### src/rtl/seq_div16.sv
// -----------------------------------------------------------------------------
// seq_div16 -- 16-bit unsigned sequential restoring divider
//
// Accepts one division per start pulse while idle and produces the quotient
// and remainder after sixteen shift/trial-subtract steps. A zero divisor
// yields quotient 16'hFFFF, remainder = dividend and divByZero = 1.
//
// Configuration macro:
//   DIV_ZERO_FAST_EN  when defined, a zero divisor bypasses the sixteen
//                     iterations and goes straight from IDLE to DONE
//                     (busy is never raised for that request).
//
// Ports:
//   clk        in   1   clock, all state changes on the rising edge
//   rst        in   1   synchronous active-high reset
//   start      in   1   request pulse, honoured only while idle
//   dividend   in  16   unsigned dividend, captured with an accepted start
//   divisor    in  16   unsigned divisor, captured with an accepted start
//   quotient   out 16   registered quotient, held until the next result
//   remainder  out 16   registered remainder, held until the next result
//   busy       out  1   high while the iterations are running
//   done       out  1   one-cycle pulse when quotient/remainder are valid
//   divByZero  out  1   set with done for a zero divisor, cleared on accept
// -----------------------------------------------------------------------------
module seq_div16 (
    input  logic        clk,
    input  logic        rst,
    input  logic        start,
    input  logic [15:0] dividend,
    input  logic [15:0] divisor,
    output logic [15:0] quotient,
    output logic [15:0] remainder,
    output logic        busy,
    output logic        done,
    output logic        divByZero
);

    typedef enum logic [1:0] {
        S_IDLE = 2'd0,
        S_RUN  = 2'd1,
        S_DONE = 2'd2
    } state_t;

    state_t      r_state;
    logic [16:0] r_prem;    // partial remainder
    logic [15:0] r_shq;     // dividend bits shift out of the top, quotient bits shift in at the bottom
    logic [15:0] r_dvs;     // captured divisor
    logic [4:0]  r_cnt;     // iterations still to perform
    logic        r_dz;      // captured divisor was zero
    logic [15:0] r_quo;
    logic [15:0] r_rem;
    logic        r_busy;
    logic        r_done;
    logic        r_dbz;

    logic [17:0] w_shifted;
    logic        w_fits;
    logic [16:0] w_sub;
    logic [16:0] w_next_prem;

    // One restoring step. The partial remainder is always below the divisor,
    // so the shifted value is below 2*divisor and a 17-bit difference is
    // exact whenever the trial subtraction fits.
    // NOTE: every always_comb output is assigned on every path, so no latch is inferred.
    always_comb begin
        w_shifted   = {r_prem, r_shq[15]};
        w_fits      = (w_shifted >= {2'b00, r_dvs});
        w_sub       = w_shifted[16:0] - {1'b0, r_dvs};
        w_next_prem = w_fits ? w_sub : w_shifted[16:0];
    end

    // done is the registered image of the DONE state: results are published
    // on the edge leaving DONE, so done and the new values appear together.
    // NOTE: sequential state uses non-blocking assignments only.
    always_ff @(posedge clk) begin
        if (rst) begin
            r_state <= S_IDLE;
            r_prem  <= 17'd0;
            r_shq   <= 16'd0;
            r_dvs   <= 16'd0;
            r_cnt   <= 5'd0;
            r_dz    <= 1'b0;
            r_quo   <= 16'd0;
            r_rem   <= 16'd0;
            r_busy  <= 1'b0;
            r_done  <= 1'b0;
            r_dbz   <= 1'b0;
        end else begin
            r_done <= 1'b0;
            case (r_state)
                S_IDLE: begin
                    if (start) begin
                        r_dvs <= divisor;
                        r_dz  <= (divisor == 16'd0);
                        r_dbz <= 1'b0;
`ifdef DIV_ZERO_FAST_EN
                        if (divisor == 16'd0) begin
                            // Preload the answer the iterations would produce.
                            r_shq   <= 16'hFFFF;
                            r_prem  <= {1'b0, dividend};
                            r_cnt   <= 5'd0;
                            r_state <= S_DONE;
                        end else begin
                            r_shq   <= dividend;
                            r_prem  <= 17'd0;
                            r_cnt   <= 5'd16;
                            r_busy  <= 1'b1;
                            r_state <= S_RUN;
                        end
`else
                        r_shq   <= dividend;
                        r_prem  <= 17'd0;
                        r_cnt   <= 5'd16;
                        r_busy  <= 1'b1;
                        r_state <= S_RUN;
`endif
                    end
                end

                S_RUN: begin
                    r_prem <= w_next_prem;
                    r_shq  <= {r_shq[14:0], w_fits};
                    r_cnt  <= r_cnt - 5'd1;
                    if (r_cnt == 5'd1) begin
                        r_busy  <= 1'b0;
                        r_state <= S_DONE;
                    end
                end

                S_DONE: begin
                    r_quo   <= r_shq;
                    r_rem   <= r_prem[15:0];
                    r_dbz   <= r_dz;
                    r_done  <= 1'b1;
                    r_state <= S_IDLE;
                end

                default: r_state <= S_IDLE;
            endcase
        end
    end

    assign quotient  = r_quo;
    assign remainder = r_rem;
    assign busy      = r_busy;
    assign done      = r_done;
    assign divByZero = r_dbz;

endmodule

### config.mk
export PLATFORM = sky130hd
export DESIGN_NAME = seq_div16
export DESIGN_NICKNAME = d
export VERILOG_FILES = /design/src/rtl/seq_div16.sv
export SDC_FILE = /design/constraint.sdc
export NUM_CORES = 1
export LEC_CHECK = 0
export BUFFER_PORTS_ARGS = -buffer_cell sky130_fd_sc_hd__buf_2
export CORE_MARGIN = 2
export CORE_UTILIZATION = 59
export CTS_BUF_LIST = sky130_fd_sc_hd__clkbuf_4
export DETAILED_ROUTE_END_ITERATION = 7
export PLACE_DENSITY = 0.82
export SLEW_MARGIN = 20
export SYNTH_ARGS = -nofsm -noshare
export SYNTH_HDL_FRONTEND = slang
export SYNTH_SLANG_ARGS = --single-unit
### constraint.sdc
create_clock -name clk -period 3.2 [get_ports clk]
set_input_delay 0.96 -clock clk [delete_from_list [all_inputs] [get_ports clk]]
set_output_delay 0.96 -clock clk [all_outputs]
set_load 0.02 [all_outputs]
=== Yosys cells after proc, flatten, opt, wreduce, memory -nomap -nowiden ===
Cells that the tools add are included.

* $add $sub $neg: 2
* Order comparisons: 1
* Equality and inequality tests: 5
* Muxes and demuxes: 16
* Reductions and logical operators: 9

{| class="wikitable"
|+ Operators with widths
! operator !! count
|-
| 17-bit 2-to-1 mux || 2
|-
| 17-bit case mux with 2 select lines || 1
|-
| 16-bit case mux with 2 select lines || 1
|-
| 18-bit by 16-bit greater-or-equal comparator with 1-bit output || 1
|-
| 17-bit by 16-bit subtractor with 17-bit output || 1
|-
| 16-bit logical NOT || 1
|-
| 16-bit 2-to-1 mux || 1
|-
| 5-bit case mux with 2 select lines || 1
|-
| 2-bit AND reduction || 4
|-
| 5-bit by 1-bit == test with 1-bit output (second input constant) || 1
|-
| 5-bit 2-to-1 mux || 1
|-
| 5-bit by 1-bit subtractor with 5-bit output (second input constant) || 1
|-
| 1-bit 2-to-1 mux || 4
|-
| 2-bit 2-to-1 mux || 2
|-
| 2-bit != test (second input constant) || 2
|-
| 1-bit case mux with 2 select lines || 2
|-
| 2-bit case mux with 2 select lines || 1
|-
| 2-bit nonzero test || 2
|-
| 3-bit AND reduction || 1
|-
| 2-bit by 1-bit == test with 1-bit output (second input constant) || 1
|-
| 2-bit == test (second input constant) || 1
|-
| 2-bit logical NOT || 1
|}

* Register bits after elaboration: 92
* Input bits: 35
* Logic and storage cells: 44

=== Longest topological paths before layout ===
* Depth in word-level cells: 3
* Depth in mapped cells: 11
* Mapped depth without buffers: 9

=== Worst setup path before layout ===
No wires, ideal clock.

* Path kind: register to register
* Start: reg r_dvs[7]
* End: reg r_prem[7]
* Setup time: 117 ps
* Data arrival time: 2299 ps
* Required time: 3083 ps
* Setup slack: 784 ps
* Cell stages (with the launch flop): 11
* Clock period less this slack: 2416 ps
* Path through: dfxtp_1 > inv_1 > ha_1 > buf_6 > and3_4 > buf_6 > a221oi_4 > a21boi_2 > o31a_1 > or3_1 > a32o_1

* Word-level cells in the longest chain between the ends: 3
* Elaborated cells on any way between the ends: 4
* Those cells by class: 1 x add/sub; 1 x order compare; 2 x mux

{| class="wikitable"
|+ RTL lines
! what !! line !! source
|-
| start: declaration || 47 || <nowiki>logic [15:0] r_dvs;</nowiki>
|-
| start signal: assignment || 93 || <nowiki>r_dvs <= divisor;</nowiki>
|-
| 17-bit by 16-bit subtractor with 17-bit output or 18-bit by 16-bit greater-or-equal comparator with 1-bit output (tied branches) || 68, 67 ||
|-
| 17-bit 2-to-1 mux (*) || 69 || <nowiki>w_next_prem = w_fits ? w_sub : w_shifted[16:0];</nowiki>
|-
| 17-bit case mux with 2 select lines (*) || 90 || <nowiki>case (r_state)</nowiki>
|-
| end signal: assignment || 121 || <nowiki>r_prem <= w_next_prem;</nowiki>
|-
| end: declaration || 45 || <nowiki>logic [16:0] r_prem;</nowiki>
|}

Every way passes the cells marked *; elsewhere a longest branch is shown, timed or not.
A chain may end at the register's enable or synchronous reset.

=== Final worst setup path ===
* Start: reg r_shq[15]
* End: reg r_prem[1]

* Word-level cells in the longest chain between the ends: 3
* Elaborated cells on any way between the ends: 4
* Those cells by class: 1 x add/sub; 1 x order compare; 2 x mux

{| class="wikitable"
|+ RTL lines
! what !! line !! source
|-
| start: declaration || 46 || <nowiki>logic [15:0] r_shq;</nowiki>
|-
| start signal: assignment || 111 || <nowiki>r_shq <= dividend;</nowiki>
|-
| start signal: assignment || 122 || <nowiki>r_shq <= {r_shq[14:0], w_fits};</nowiki>
|-
| 17-bit by 16-bit subtractor with 17-bit output or 18-bit by 16-bit greater-or-equal comparator with 1-bit output (tied branches) || 68, 67 ||
|-
| 17-bit 2-to-1 mux (*) || 69 ||
|-
| 17-bit case mux with 2 select lines (*) || 90 ||
|}

Marks and branches as above.

==> results.ini <==
[yosys]
syn_nets=694
synth_common_cells=nand2_1 (133), dfxtp_1 (92), a21oi_1 (90)
yosys.area.top_type=dfxtp_1
seq_area_frac_synth_pct=38.6
synth_edf_count=0
synth.top_cell.area_share_pct=38.6
synth_cell_types=58
ys_ff_latch=92
syn_avg_cell_area_um2=7.45
synthesis.area_um2=4770
yosysWarnings=0
postSynth.asyncResetShare_pct=0
synthTopCellsByArea=dfxtp_1 (39%), nand2_1 (10%), a21oi_1 (9.4%)
synth_most_common_cell=nand2_1
synth_cells=640
ys.flop_type=dfxtp_1

[placed_design]
gp_congestion=0.954
dp_hpwl_mm=9.10
numPortBuffers=69
dpl.cell_count=782

[worst_setup_path]
worstPathMaxFanout=15
timing.rr.end=r_prem[1]
critPathArrivalTime_ns=3.14
reg2reg_depth=10
start_kind=flip-flop
worst-setup-path-type=reg2reg
path_cells=inv_1, ha_1, fa_1, nor2b_1, o2111ai_1, a21boi_2, o31a_1, buf_4, o21ai_0, a32o_1
end_kind=flip-flop
slowest_stage=fa_1
reg2reg_slack_ns=0.40
r2r_start=r_shq[15]
critPathRequiredTime_ns=3.54
max_stage_delay_ns=0.42

[clock_network]
insertion_delay_ns=0.45
cts_sinks=92
cts.path.max_buffers=2
cts_max_level=3
root_buffer=clkbuf_4
cts_inserted_buffers=9
hold_buffers=0
cts_tree=built
post_cts_resize_count=0
path_clk_slew_ns=0.16
postCtsSetupRepairBufs=0

[route]
ant_nets=0
num_vias=4699
post-route-drc-count=0
viasPerCell=5.90
firstDrtPassIters=5
drt_iter0_drc=446
routedWlPerCell_um=15.3
totalWireLength_mm=12.2

[grt]
grt_max_degree=56
grt_antenna_before_repair=0
grt_use_total_pct=28.5
grt_pass1_vias=4210
grt_pass1_wl_mm=20.1
globalRouteOverflowTotal=0

[timing]
period_needed_ns=2.80
skew_ns=0.0236
slew_headroom_pct=49.7
min_period_over_period_pct=87.5
finalSetupViolations=0
rsz0062_at_grt=false
finalSetupTns_ns=0
fmax_mhz=357
final-hold-violation-count=0
tightest_slew_ns=0.753
drv_slew=0

[die]
core_area_um2=7770
rows=32
die_y_um=93.9
pin_count=70
die-area_um2=8810
die_w_um=93.9
start_util_pct=61.4

[min_path]
worstHoldStart=quotient[10]
hold_depth=2
min_to=quotient[10]
hold_path_class=reg2reg

[layout]
syn2layout_area_growth_pct=11.3
antenna_cells=0
nFillCells=715
multiInputGateArea_um2=2680
final_cells=797
drive_gt1_share_pct=15.4
fin_nets=745
seq_area_um2=1840

[power_and_ir_drop]
powerDensity_nw_per_um2=949
ir_drop_v=0.000467
leakage_nw=2.21

[status]
status=finished clean

[flow_run]
maxCapViolCount=0

==> placed cells by master, fill, tap and decap left out, types with 4 or more instances in the layout <==
cell      Yosys  layout
nor3_1       19      19
and3_1        5       5
ha_1         18      18
a21oi_1      90      90
dfxtp_1      92      92
nand3_1       9       9
buf_4         0      13
nor4_1        8       8
xnor2_1       6       6
nand4_1       4       4
a211oi_1      5       5
nand2_1     133     133
nor2_1       69      69
clkbuf_4      0       9
nand2b_1      6       6
o211ai_1     16      16
buf_2         1      69
a21o_1        5       5
o21ai_0      19      19
and2_1        5       5
inv_1        21      21
nor2b_1      18      17
==> stage by stage <==
stage / setup WS (ns) / cell area [um^2] / util, % / total power, mW / hold slack (ns)
2_1_floorplan: 0.784 / 4770 / - / 3.57 / 0.432
3_3_place_gp: 0.607 / 5170 / 66.5 / 4.30 / 0.439
3_5_place_dp: 0.487 / 5170 / 66.5 / 4.32 / 0.445
4_1_cts: 0.435 / 5310 / 68.3 / 4.98 / 0.465
5_1_grt: 0.228 / 5310 / 68.3 / 5.42 / 0.478
6_report: 0.400 / 5310 / 68.3 / 5.03 / 0.462
==> cells by family (layout without fill, tap and decap cells) <==
family	after synthesis	in the layout	share of synthesized area (%)
AOI/OAI and AO/OA	173	173	23.1
xor gates and xnor gates	7	7	1.29
adders and majority gates	19	19	5.14
buffers and inverters	63	118	5.30
DFF	92	92	38.6
muxes	1	1	0.210
and+or+nand+nor	285	285	26.4
==> layer usage <==
metal | GRT usage [%] | share of wire (%)
met1 | 42.7 | 48
met2 | 43.4 | 45
met3 | 3.53 | 6.0
met4 | 7.25 | 1.0
met5 | 0 | 0
==> report_power, final <==
group	switching (mW)	total [mW]	internal [mW]
logic	1.78	2.93	1.15
clock network	0.415	0.659	0.244
registers	0.155	1.45	1.29
==> state kept, by name, indices dropped and copies added (netlist names) <==
name / cells
busy: 1
r_dvs: 16
r_cnt: 5
r_prem: 17
remainder: 16
r_dz: 1
quotient: 16
r_state: 2
divByZero: 1
r_shq: 16
done: 1
==> how the worst max path moves through the flow <==
| stage | startpoint | endpoint | cells after the start |
|---|---|---|---|
| finish | r_shq[15] | r_prem[1] | 10 |
| global route | r_shq[15] | r_prem[0] | 10 |
| CTS | r_shq[15] | r_prem[1] | 10 |
| detailed placement | r_shq[15] | r_prem[1] | 10 |
| global placement | r_shq[15] | r_prem[1] | 10 |
| floorplan | r_dvs[7] | r_prem[7] | 10 |
==> worst max-delay path, delay by kind of cell (launching register included) <==
kind            cells  cell delay [ns]
compound gates      5             1.07
flops               1             0.38
buf+inv             2             0.30
fa+ha+maj           2             0.66
simple gates        1             0.27
==> final cells by class <==
class | count | area share [%]
well taps | 102 | 2.41
clock inverters | 6 | 1.34
clock buffers | 9 | 1.27
repair buffers | 82 | 8.35
flip-flops and latches | 92 | 34.7
inverters | 21 | 1.49
multi-input cells | 485 | 50.4
Note: power is estimated with default switching activity, not from simulation.
